<file path="src/rtl/baseerat_arb2_skid.sv">
// baseerat_arb2_skid: two-input round-robin arbiter feeding a registered
// main + skid output buffer. out_sel=1 marks a beat taken from in0.
// Optional packet lock (in/out *_last ports) when BASEERAT_ARB2_PKT_LOCK_EN
// is defined; the default build arbitrates per beat.
module baseerat_arb2_skid #(
   parameter int unsigned DATA_WIDTH = 16,
   parameter int unsigned RR_INIT    = 0
) (
   input  logic                  clk,
   input  logic                  resetn,
   input  logic                  in0_valid,
   input  logic [DATA_WIDTH-1:0] in0_data,
`ifdef BASEERAT_ARB2_PKT_LOCK_EN
   input  logic                  in0_last,
`endif
   output logic                  in0_ready,
   input  logic                  in1_valid,
   input  logic [DATA_WIDTH-1:0] in1_data,
`ifdef BASEERAT_ARB2_PKT_LOCK_EN
   input  logic                  in1_last,
`endif
   output logic                  in1_ready,
   output logic                  out_valid,
   output logic [DATA_WIDTH-1:0] out_data,
   output logic                  out_sel,
`ifdef BASEERAT_ARB2_PKT_LOCK_EN
   output logic                  out_last,
`endif
   input  logic                  out_ready
);

   localparam logic PRIO_INIT = (RR_INIT != 0);

   logic                  prio;
   logic                  skid_vld;
   logic                  skid_sel;
   logic [DATA_WIDTH-1:0] skid_data;
   logic                  can_acc;
   logic                  gnt0;
   logic                  gnt1;
   logic                  acc;
   logic                  drain;
   logic                  beat_sel;
   logic [DATA_WIDTH-1:0] beat_data;
`ifdef BASEERAT_ARB2_PKT_LOCK_EN
   logic                  lock_act;
   logic                  lock_src;
   logic                  skid_last;
   logic                  beat_last;
`endif

   // Grant, ready and winning-beat selection; readies depend only on registered state and valids.
   always_comb begin
      can_acc = resetn & ~skid_vld;
      gnt0    = in0_valid & (~in1_valid | ~prio);
      gnt1    = in1_valid & (~in0_valid |  prio);
`ifdef BASEERAT_ARB2_PKT_LOCK_EN
      if (lock_act) begin
         gnt0 = in0_valid & ~lock_src;
         gnt1 = in1_valid &  lock_src;
      end
      beat_last = gnt0 ? in0_last : in1_last;
`endif
      in0_ready = can_acc & gnt0;
      in1_ready = can_acc & gnt1;
      acc       = in0_ready | in1_ready;
      drain     = out_valid & out_ready;
      beat_sel  = gnt0;
      beat_data = gnt0 ? in0_data : in1_data;
   end

   // Round-robin pointer: after accepting from inX the other input is preferred (prio=1 favours in1).
   always_ff @(posedge clk or negedge resetn) begin
      if (!resetn) begin
         prio <= PRIO_INIT;
      end else if (acc) begin
         prio <= beat_sel;
      end
   end

`ifdef BASEERAT_ARB2_PKT_LOCK_EN
   // Packet lock: hold the grant on the source of a non-final beat until its last beat is taken.
   always_ff @(posedge clk or negedge resetn) begin
      if (!resetn) begin
         lock_act <= 1'b0;
         lock_src <= 1'b0;
      end else if (acc) begin
         lock_act <= ~beat_last;
         lock_src <= ~beat_sel;
      end
   end
`endif

   // Output buffer: main register refills from skid first, else from the accepted beat.
   always_ff @(posedge clk or negedge resetn) begin
      if (!resetn) begin
         out_valid <= 1'b0;
         out_data  <= '0;
         out_sel   <= 1'b0;
         skid_vld  <= 1'b0;
         skid_data <= '0;
         skid_sel  <= 1'b0;
`ifdef BASEERAT_ARB2_PKT_LOCK_EN
         out_last  <= 1'b0;
         skid_last <= 1'b0;
`endif
      end else if (drain && skid_vld) begin
         out_data <= skid_data;
         out_sel  <= skid_sel;
         skid_vld <= 1'b0;
`ifdef BASEERAT_ARB2_PKT_LOCK_EN
         out_last <= skid_last;
`endif
      end else if (acc) begin
         if (!out_valid || drain) begin
            out_valid <= 1'b1;
            out_data  <= beat_data;
            out_sel   <= beat_sel;
`ifdef BASEERAT_ARB2_PKT_LOCK_EN
            out_last  <= beat_last;
`endif
         end else begin
            skid_vld  <= 1'b1;
            skid_data <= beat_data;
            skid_sel  <= beat_sel;
`ifdef BASEERAT_ARB2_PKT_LOCK_EN
            skid_last <= beat_last;
`endif
         end
      end else if (drain) begin
         out_valid <= 1'b0;
      end
   end

endmodule

</file>
<file path="config.mk">
export PLATFORM = sky130hd
export DESIGN_NAME = baseerat_arb2_skid
export DESIGN_NICKNAME = d
export VERILOG_FILES = /design/src/rtl/baseerat_arb2_skid.sv
export SDC_FILE = /design/constraint.sdc
export NUM_CORES = 1
export LEC_CHECK = 0
export BUFFER_PORTS_ARGS = -buffer_cell sky130_fd_sc_hd__clkbuf_2
export CORE_MARGIN = 8
export CORE_UTILIZATION = 30
export DETAILED_ROUTE_END_ITERATION = 8
export PLACE_DENSITY = 0.54
export SETUP_SLACK_MARGIN = 0.2
export SYNTH_ARGS = -nofsm -noshare
export SYNTH_HDL_FRONTEND = slang
export SYNTH_SLANG_ARGS = --single-unit
</file>
<file path="constraint.sdc">
create_clock -name clk -period 4.65 [get_ports clk]
set_input_delay 0 -clock clk [delete_from_list [all_inputs] [get_ports clk]]
set_output_delay 0 -clock clk [all_outputs]
set_load 0.005 [all_outputs]
</file>
==> results_dict.tcl, run 1 <==
set metrics [dict create \
    status "finished clean" \
    drc 0 \
    clkPwrFrac_pct 17.0 \
    worstHoldStart "in1_valid" \
    synth_edf_count 0 \
    grt_first_pass_wirelength_um 9522 \
    routedWlPerCell_um 16.94 \
    tightest_slew_ps 1076 \
    required_ps 4820 \
    finalSetupViolations 0 \
    htree_num_levels 2 \
    grt.total_usage_pct 11.86 \
    fmaxAchievable_ghz 0.4181 \
    ctsLongestPathBuffers 2 \
    reg2reg_depth 3 \
    rows 30 \
    synth_top_area_share_pct 43.48 \
    place_hpwl_um 3895 \
    via_per_inst 5.067 \
    power.switching_uw 545.8 \
    cts_tree "built" \
    syn_area_per_cell_sq_um 10.87 \
    numCtsBuffers 5 \
    fin_worst_skew_ps 2.063 \
    cp.arrival_ps 2560 \
    via_count 1733 \
    hold_class "input port to flop" \
    cts.sinks 37 \
    reg2reg_to "skid_data[3]" \
    final_layout_size_suffix_gt1_share_pct 35.77 \
    max-cap-violations 0 \
    grt_pass1_vias 1832 \
    synth-seq-cells 37 \
    post-place-ws_ps 2252 \
    worstPathMaxFanout 24 \
    wirelength_um 5792 \
    min_period_ps 2392 \
    synth_nets 233 \
    synth_warnings 0 \
    synth_top_area_cell "dfrtp_1" \
    synth_area_leaders "dfrtp_1, a221oi_1, a22o_1, o32ai_1, mux2_4" \
    core_area_sq_mm 0.006832 \
    overflow 0 \
    worst_ir_drop_vdd_v 0.0001733 \
    grt_max_degree 42 \
    internal-power_uw 912.3 \
    drt_iter0_drc 128 \
    synth_cell_type_count 31 \
    place_congestion 0.7461 \
    cts_root_buffer "clkbuf_8" \
    cp_slowest_cell "dfrtp_1" \
    nFillCells 720 \
    leakage_uw 0.001178 \
    rrSetupSlack_ps 2260 \
    ys.flop_type "dfrtp_1" \
    async_flop_share_pct 100.0 \
    p_comb_share_pct 42.3 \
    setup.worst_path.class "flop to flop" \
    period_share_pct 51.44 \
    hold_violations 0 \
    fin_ws_ps 2258 \
    powerDensity_mw_per_mm2 572.4 \
    die_h_um 100.3 \
    swShare_pct 37.43 \
    critPathTopFamily "simple AND/OR/NAND/NOR gates" \
    ant_nets 0 \
    regToRegStartpoint "out_valid" \
    ios 57 \
    path_buf_inv 0 \
    syn_inst 196 \
    diodes 0 \
    rsz0062_at_grt "no" \
    fin_setup_tns_ps 0 \
    portBuffers 56 \
    nNetsFinal 282 \
    power_frac_seq_pct 40.7 \
    finalMaxSlewViolations 0 \
    whs_endpoint "prio" \
    endpoint_kind "flop" \
    synth_commonest_cells "dfrtp_1, a21oi_1, inv_1" \
    dieArea_sq_mm 0.01005 \
    hold_depth 3 \
    syn_area_sq_mm 0.002130 \
    yosysMostFrequentCell "dfrtp_1" \
    dr.pass1.iters 4 \
    clk_pin_slew_ps 70 \
    syn_to_final_growth_pct 19.62 \
    start_util_pct 31.17 \
    synth.yosys.seq_area_share_pct 43.48 \
    cts_resized 0 \
    clkLatencyLatePin_ps 280 \
    startpoint_type "flop" \
    max_slew_margin_pct 28.09 \
    path_cells "nand2b_1 -> nor3_4 -> mux2_2" \
    antenna_found_initial 0 \
    die_x_um 100.3 \
    slowest_delay_ps 830 \
    p_total_uw 1458 \
]
## how the worst max path moves through the flow
stage,cells past startpoint,startpoint,end
floorplan,5,skid_vld,skid_data[10]
global placement,3,out_valid,skid_data[4]
detailed placement,3,out_valid,skid_data[3]
CTS,3,out_valid,skid_data[3]
global route,3,out_valid,skid_data[3]
finish,3,out_valid,skid_data[3]
## final cells by class
type	count	area (sq um)	area share (%)
multi-input cells	122	1013	39.78
flip-flops and latches	37	925.9	36.35
repair buffers	60	315.3	12.38
well taps	96	120.1	4.715
clock buffers	7	96.34	3.782
inverters	19	71.32	2.800
clock inverters	1	5.005	0.1965
## state kept, by name (all words and copies together) (netlist names)
signal,count
out_data,16
out_sel,1
out_valid,1
prio,1
skid_data,16
skid_sel,1
skid_vld,1
## layout by cell type (no fill, tap or decap), types with 2 or more instances in the layout
cell type,netlist,routed
a21oi_1,18,18
a221oi_1,16,16
a22o_1,16,16
and2_1,16,16
and3_1,2,2
buf_4,1,2
clkbuf_2,0,56
clkbuf_8,0,7
dfrtp_1,37,37
dlygate4sd3_1,0,2
inv_1,18,18
mux2_2,8,8
mux2_4,9,9
nand2_1,2,2
nand2b_1,2,2
nor2_1,2,2
nor2b_1,3,3
o21ai_0,2,2
o2bb2ai_1,2,2
o32ai_1,16,16
## power groups by stage
| stage | clock network (uW) | registers [uW] | logic (uW) |
|---|---|---|---|
| after floorplan | 0 | 557 | 472 |
| after global placement | 0 | 592 | 616 |
| after detailed placement | 0 | 596 | 624 |
| after CTS | 258 | 591 | 630 |
| after global routing | 271 | 618 | 688 |
| final | 248 | 593 | 617 |
## metrics by stage
stage | hold WS [ps] | cell area, sq um | cells | util [%]
floorplan | -295.6 | 2130 | 196 | -
global placement | 108.6 | 2426 | 332 | 35.51
detailed placement | 116.8 | 2426 | 332 | 35.51
CTS | 73.38 | 2547 | 342 | 37.29
global route | 90.30 | 2547 | 342 | 37.29
finish | 77.65 | 2547 | 342 | 37.29
## kinds of logic (layout without fill, tap and decap cells)
family                 Yosys count  after routing  share of synthesized area [%]
AO/OA/AOI/OAI                   75             75                          27.67
flip-flops                      37             37                          43.48
buffers and inverters           37             87                          8.930
AND/OR/NAND/NOR                 29             29                          8.872
multiplexers                    18             18                          11.05
## per-layer routing
| metal | vias to the layer above | track usage (%) | routed length [um] |
|---|---|---|---|
| met4 | 0 | 3.023 | 40 |
| met5 | - | 0 | 0 |
| li1 | 836 | - | - |
| met2 | 35 | 19.79 | 2896 |
| met3 | 4 | 3.391 | 247 |
| met1 | 858 | 14.56 | 2608 |
## worst min-delay path, delay by kind of cell
| kind | cells | cell delay (ps) |
|---|---|---|
| AOI/OAI and AO/OA | 1 | 110 |
| buffers and inverters | 1 | 140 |
| and+or+nand+nor | 1 | 70 |
## timing repair
action                    4_1_cts  5_1_grt
hold endpoints to repair       38        0
setup buffers                   0        0
hold buffers                    2        0
No activity file was read; power rests on OpenSTA's default activity.
==> run 2, diff against run 1 <==
- PLACE_DENSITY: 0.54 -> 0.56
- clock period: 4.65 -> 2.1 ns (I/O delays scaled with it)
==> run 2 against run 1 <==
  * Combinational power is 140% higher
  * Total power rose by 120%
  * Core utilization up 0.66 points
  * Die area did not move
  * Via count is 3.2% higher
  * Sequential power grew 110%
  * Count of clock-buffer cells in the layout unchanged
  * Largest power group unchanged
  * Highest routed layer unchanged
==> results_dict.tcl, run 2 (synthesis gave the netlist of run 1 again) <==
set metrics [dict create \
    finalSetupViolations 0 \
    leakage_uw 0.001207 \
    layout_common_cells "clkbuf_2, dfrtp_1, a21oi_1, inv_1" \
    clkPwrFrac_pct 15.4 \
    rsz0062_at_grt "no" \
    htree_num_levels 2 \
    die_h_um 100.3 \
    dr.pass1.iters 4 \
    fin_cells 349 \
    ant_nets 0 \
    top_regs "out_data x16, skid_data x16" \
    place_congestion 0.7998 \
    power.switching_uw 1202 \
    via_per_inst 5.123 \
    cts_root_buffer "clkbuf_8" \
    numCtsBuffers 5 \
    final_layout_size_suffix_gt1_share_pct 37.15 \
    syn_to_final_growth_pct 21.74 \
    worstPathMaxFanout 17 \
    endpoint_kind "flop" \
    drt_iter0_drc 84 \
    fin_setup_tns_ps 0 \
    min_period_ps 1711 \
    tightest_slew_ps 752.5 \
    slowest_delay_ps 690 \
    grt.total_usage_pct 12.23 \
    routedWlPerCell_um 16.91 \
    internal-power_uw 2046 \
    status "finished clean" \
    core_area_sq_mm 0.006832 \
    cts.sinks 37 \
    antenna_found_initial 0 \
    cp_slowest_cell "and3_1" \
    grt_max_degree 36 \
    seq_area_sq_um 925.9 \
    max-cap-violations 0 \
    rows 30 \
    cts_resized 0 \
    dpl.cell_count 340 \
    portBuffers 56 \
    clk_pin_slew_ps 70 \
    path_cells "and3_1 -> mux2i_1 -> mux2_2" \
    holdWs_ps 71.85 \
    ctsLongestPathBuffers 2 \
    required_ps 2270 \
    start_util_pct 31.17 \
    hold_violations 0 \
    drc 0 \
    path_buf_inv 0 \
    diodes 0 \
    swShare_pct 37.00 \
    finalMaxSlewViolations 0 \
    powerDensity_mw_per_mm2 1253 \
    worst_ir_drop_vdd_v 0.0004112 \
    via_count 1788 \
    ctsHoldBuffers 2 \
    place_hpwl_um 4302 \
    p_comb_share_pct 46.0 \
    post_cts_buffers 0 \
    final_common_cell "clkbuf_2" \
    cts_tree "built" \
    period_share_pct 81.49 \
    power_frac_seq_pct 38.6 \
    ios 57 \
    clkLatencyLatePin_ps 290 \
    cp.arrival_ps 1890 \
    die_x_um 100.3 \
    grt_pass1_vias 1914 \
    max_slew_margin_pct 49.84 \
    nNetsFinal 290 \
    fin_worst_skew_ps 4.294 \
    grt_first_pass_wirelength_um 9639 \
    critPathTopFamily "simple AND/OR/NAND/NOR gates" \
    wirelength_um 5903 \
    nFillCells 711 \
    hold_class "input port to flop" \
    startpoint_type "flop" \
    multiInputGateArea_sq_mm 0.001013 \
    overflow 0 \
    dieArea_sq_mm 0.01005 \
    fmaxAchievable_ghz 0.5843 \
    setup.worst_path.class "flop to flop" \
]
-- run 2: cell types whose count changed in the layout (fill, tap and decap cells not counted) --
cell,change
clkbuf_1,+1
buf_4,+8
clkbuf_8,-1
clkinv_2,-1
-- run 2: worst min-delay path, stage by stage --
cell and delay (ps):
clkbuf_2 140, nand2_1 80, o2bb2ai_1 100
-- run 2: cell type report --
| class | count | share of cell area, % |
|---|---|---|
| clock buffer | 7 | 3.330 |
| multi-input combinational | 122 | 39.09 |
| inverter | 19 | 2.751 |
| sequential | 37 | 35.71 |
| tap | 96 | 4.633 |
| timing repair buffer | 68 | 14.48 |
-- run 2: power groups by stage --
stage               logic [uW]  clock network (uW)  registers (uW)
floorplan                 1050                   0            1230
global placement          1490                   0            1260
detailed placement        1520                   0            1260
CTS                       1530                 527            1250
global route              1660                 564            1300
finish                    1490                 501            1250
-- run 2: final timing paths --
check	endpoint	cells after the start	slack, ps	from
setup reg to reg	out_sel	3	390	skid_vld
hold reg to reg	skid_data[4]	1	510	skid_data[4]
hold / removal	prio	3	70	in1_valid
max in group asynchronous	out_data[11]	3	1230	resetn
setup / recovery	out_sel	3	390	skid_vld
min in group asynchronous	skid_vld	2	160	resetn
-- run 2: per-stage QoR --
step / utilization, % / cell area, sq um / power (uW) / worst slack (ps)
floorplan: - / 2130 / 2279 / 508.3
global route: 37.95 / 2592 / 3529 / 264.9
global placement: 36.39 / 2486 / 2753 / 437.6
detailed placement: 36.39 / 2486 / 2781 / 417.1
CTS: 37.95 / 2592 / 3305 / 363.5
finish: 37.95 / 2592 / 3247 / 388.7
-- run 2: metal layers --
metal	up-vias	routed length, um	part of all wire (%)	GRT usage (%)
met5	-	0	0	0
met4	0	58	0.98	3.953
met3	7	239	4.0	3.322
met2	37	3019	51	20.87
met1	893	2585	44	14.44
li1	851	-	-	-
==> run 3, diff against run 2 <==
- PLACE_DENSITY: 0.56 -> 0.54
- clock period: 2.1 -> 1.7 ns (I/O delays scaled with it)
==> run 3 against run 2 <==
  * Total power grew 26%
  * Worst hold slack lost 12 ps
  * First-iteration DRC count shrank 48%
  * Critical endpoint is now skid_data[6]
  * Sequential power grew 25%
  * Combinational power grew 32%
  * Critical path depth grew 1
  * Highest routed layer unchanged
  * Largest cell class unchanged
  * Core utilization grew 1.1 points
  * Largest power group unchanged
==> results_dict.tcl, run 3 (synthesis gave the netlist of run 1 again) <==
set metrics [dict create \
    fin_setup_tns_ps 0 \
    routedWlPerCell_um 16.73 \
    min_period_ps 1446 \
    cts_tree "built" \
    grt_first_pass_wirelength_um 9618 \
    nFillCells 739 \
    finalMaxSlewViolations 0 \
    htree_num_levels 2 \
    setup.worst_path.class "flop to flop" \
    cp_slowest_cell "dfrtp_2" \
    grt.total_usage_pct 12.08 \
    place_congestion 0.8195 \
    cts_root_buffer "clkbuf_8" \
    tightest_slew_ps 470.3 \
    wirelength_um 5957 \
    leakage_uw 0.001248 \
    dieArea_sq_mm 0.01005 \
    rsz0062_at_grt "no" \
    multiInputGateArea_sq_mm 0.001017 \
    slowest_delay_ps 460 \
    clkLatencyLatePin_ps 290 \
    postPlaceCellArea_sq_mm 0.002549 \
    grt_pass1_vias 1925 \
    worstPathMaxFanout 9 \
    p_total_uw 4107 \
    path_cells "nand2b_4 -> nor3_4 -> buf_4 -> mux2_2" \
    place_hpwl_um 4371 \
    max-cap-violations 0 \
    drc 0 \
    rows 30 \
    drt_iter0_drc 44 \
    hold_violations 0 \
    syn_to_final_growth_pct 25.26 \
    fin_worst_skew_ps 8.780 \
    powerDensity_mw_per_mm2 1540 \
    finalSetupViolations 0 \
    start_util_pct 31.17 \
    core_area_sq_mm 0.006832 \
    worst_ir_drop_vdd_v 0.0005303 \
    period_share_pct 85.07 \
    cts.sinks 37 \
    die_x_um 100.3 \
    overflow 0 \
    ctsLongestPathBuffers 2 \
    numCtsBuffers 5 \
    grt_max_degree 37 \
    dr.pass1.iters 4 \
    cp.arrival_ps 1610 \
    portBuffers 56 \
    antenna_found_initial 0 \
    clk_pin_slew_ps 70 \
    diodes 0 \
    final_common_cell "clkbuf_2" \
    ant_nets 0 \
    endpoint_kind "flop" \
    via_per_inst 5.062 \
    required_ps 1870 \
    postLayoutCellArea_sq_mm 0.002668 \
    final_layout_size_suffix_gt1_share_pct 40.00 \
    nNetsFinal 296 \
    status "finished clean" \
    max_slew_margin_pct 68.65 \
    top_regs "out_data x16, skid_data x16" \
    die_h_um 100.3 \
    fmaxAchievable_ghz 0.6914 \
    hold_class "input port to flop" \
    via_count 1802 \
    ios 57 \
    seq_area_sq_um 927.1 \
    startpoint_type "flop" \
    layout_common_cells "clkbuf_2, dfrtp_1, a21oi_1, inv_1" \
]
[run 3: per-stage QoR]
step | instances | hold WS, ps | utilization [%] | setup WS, ps
6_report | 356 | 59.50 | 39.05 | 253.7
5_1_grt | 356 | 66.39 | 39.05 | 203.5
4_1_cts | 355 | 58.27 | 38.81 | 214.7
3_5_place_dp | 345 | -154.6 | 37.31 | 221.8
3_3_place_gp | 345 | -158.5 | 37.31 | 246.2
2_1_floorplan | 196 | -295.6 | - | 174.4
[run 3: worst max-delay path, delay by kind of cell (launching register included)]
family | cells | cell delay [ps]
mux | 1 | 340
simple gates | 2 | 320
flops | 1 | 460
buf+inv | 1 | 210
[run 3: power by group]
group / switching, uW / total [uW] / leakage, uW / internal (uW)
sequential: 251 / 1560 / 0.000456 / 1310
combinational: 965 / 1960 / 0.000747 / 990
clock: 310 / 595 / 0.0000450 / 284
total: 1530 / 4110 / 0.00125 / 2580
[run 3: final timing paths]
kind | startpoint | endpoint | slack [ps] | cells after the start
worst max-delay path | skid_vld | skid_data[6] | 250 | 4
worst min-delay path | out_ready | out_valid | 60 | 4
worst max register to register | skid_vld | skid_data[6] | 250 | 4
worst min register to register | skid_data[0] | skid_data[0] | 520 | 1
max in group asynchronous | resetn | skid_vld | 830 | 3
min in group asynchronous | resetn | prio | 140 | 2
[run 3: layout make-up]
class                   instances  area share (%)
flip-flops and latches         37           34.76
clock buffers                   6           2.720
inverters                      19           2.674
well taps                      96           4.503
multi-input cells             122           38.13
clock inverters                 2          0.3752
repair buffers                 74           16.84
[run 3: per-layer routing]
| layer | up-vias | wire length [um] | global-route usage (%) |
|---|---|---|---|
| met4 | 0 | 65 | 4.070 |
| li1 | 857 | - | - |
| met5 | - | 0 | 0 |
| met3 | 4 | 168 | 2.284 |
| met2 | 30 | 3054 | 21.23 |
| met1 | 911 | 2669 | 14.30 |
[run 3: what timing repair did]
action / 4_1_cts / 5_1_grt
endpoints found under the hold margin: 38 / 0
gates resized for setup: 0 / 4
buffers inserted: 0 / 1
setup endpoints to repair: 0 / 16
hold buffers: 2 / 0
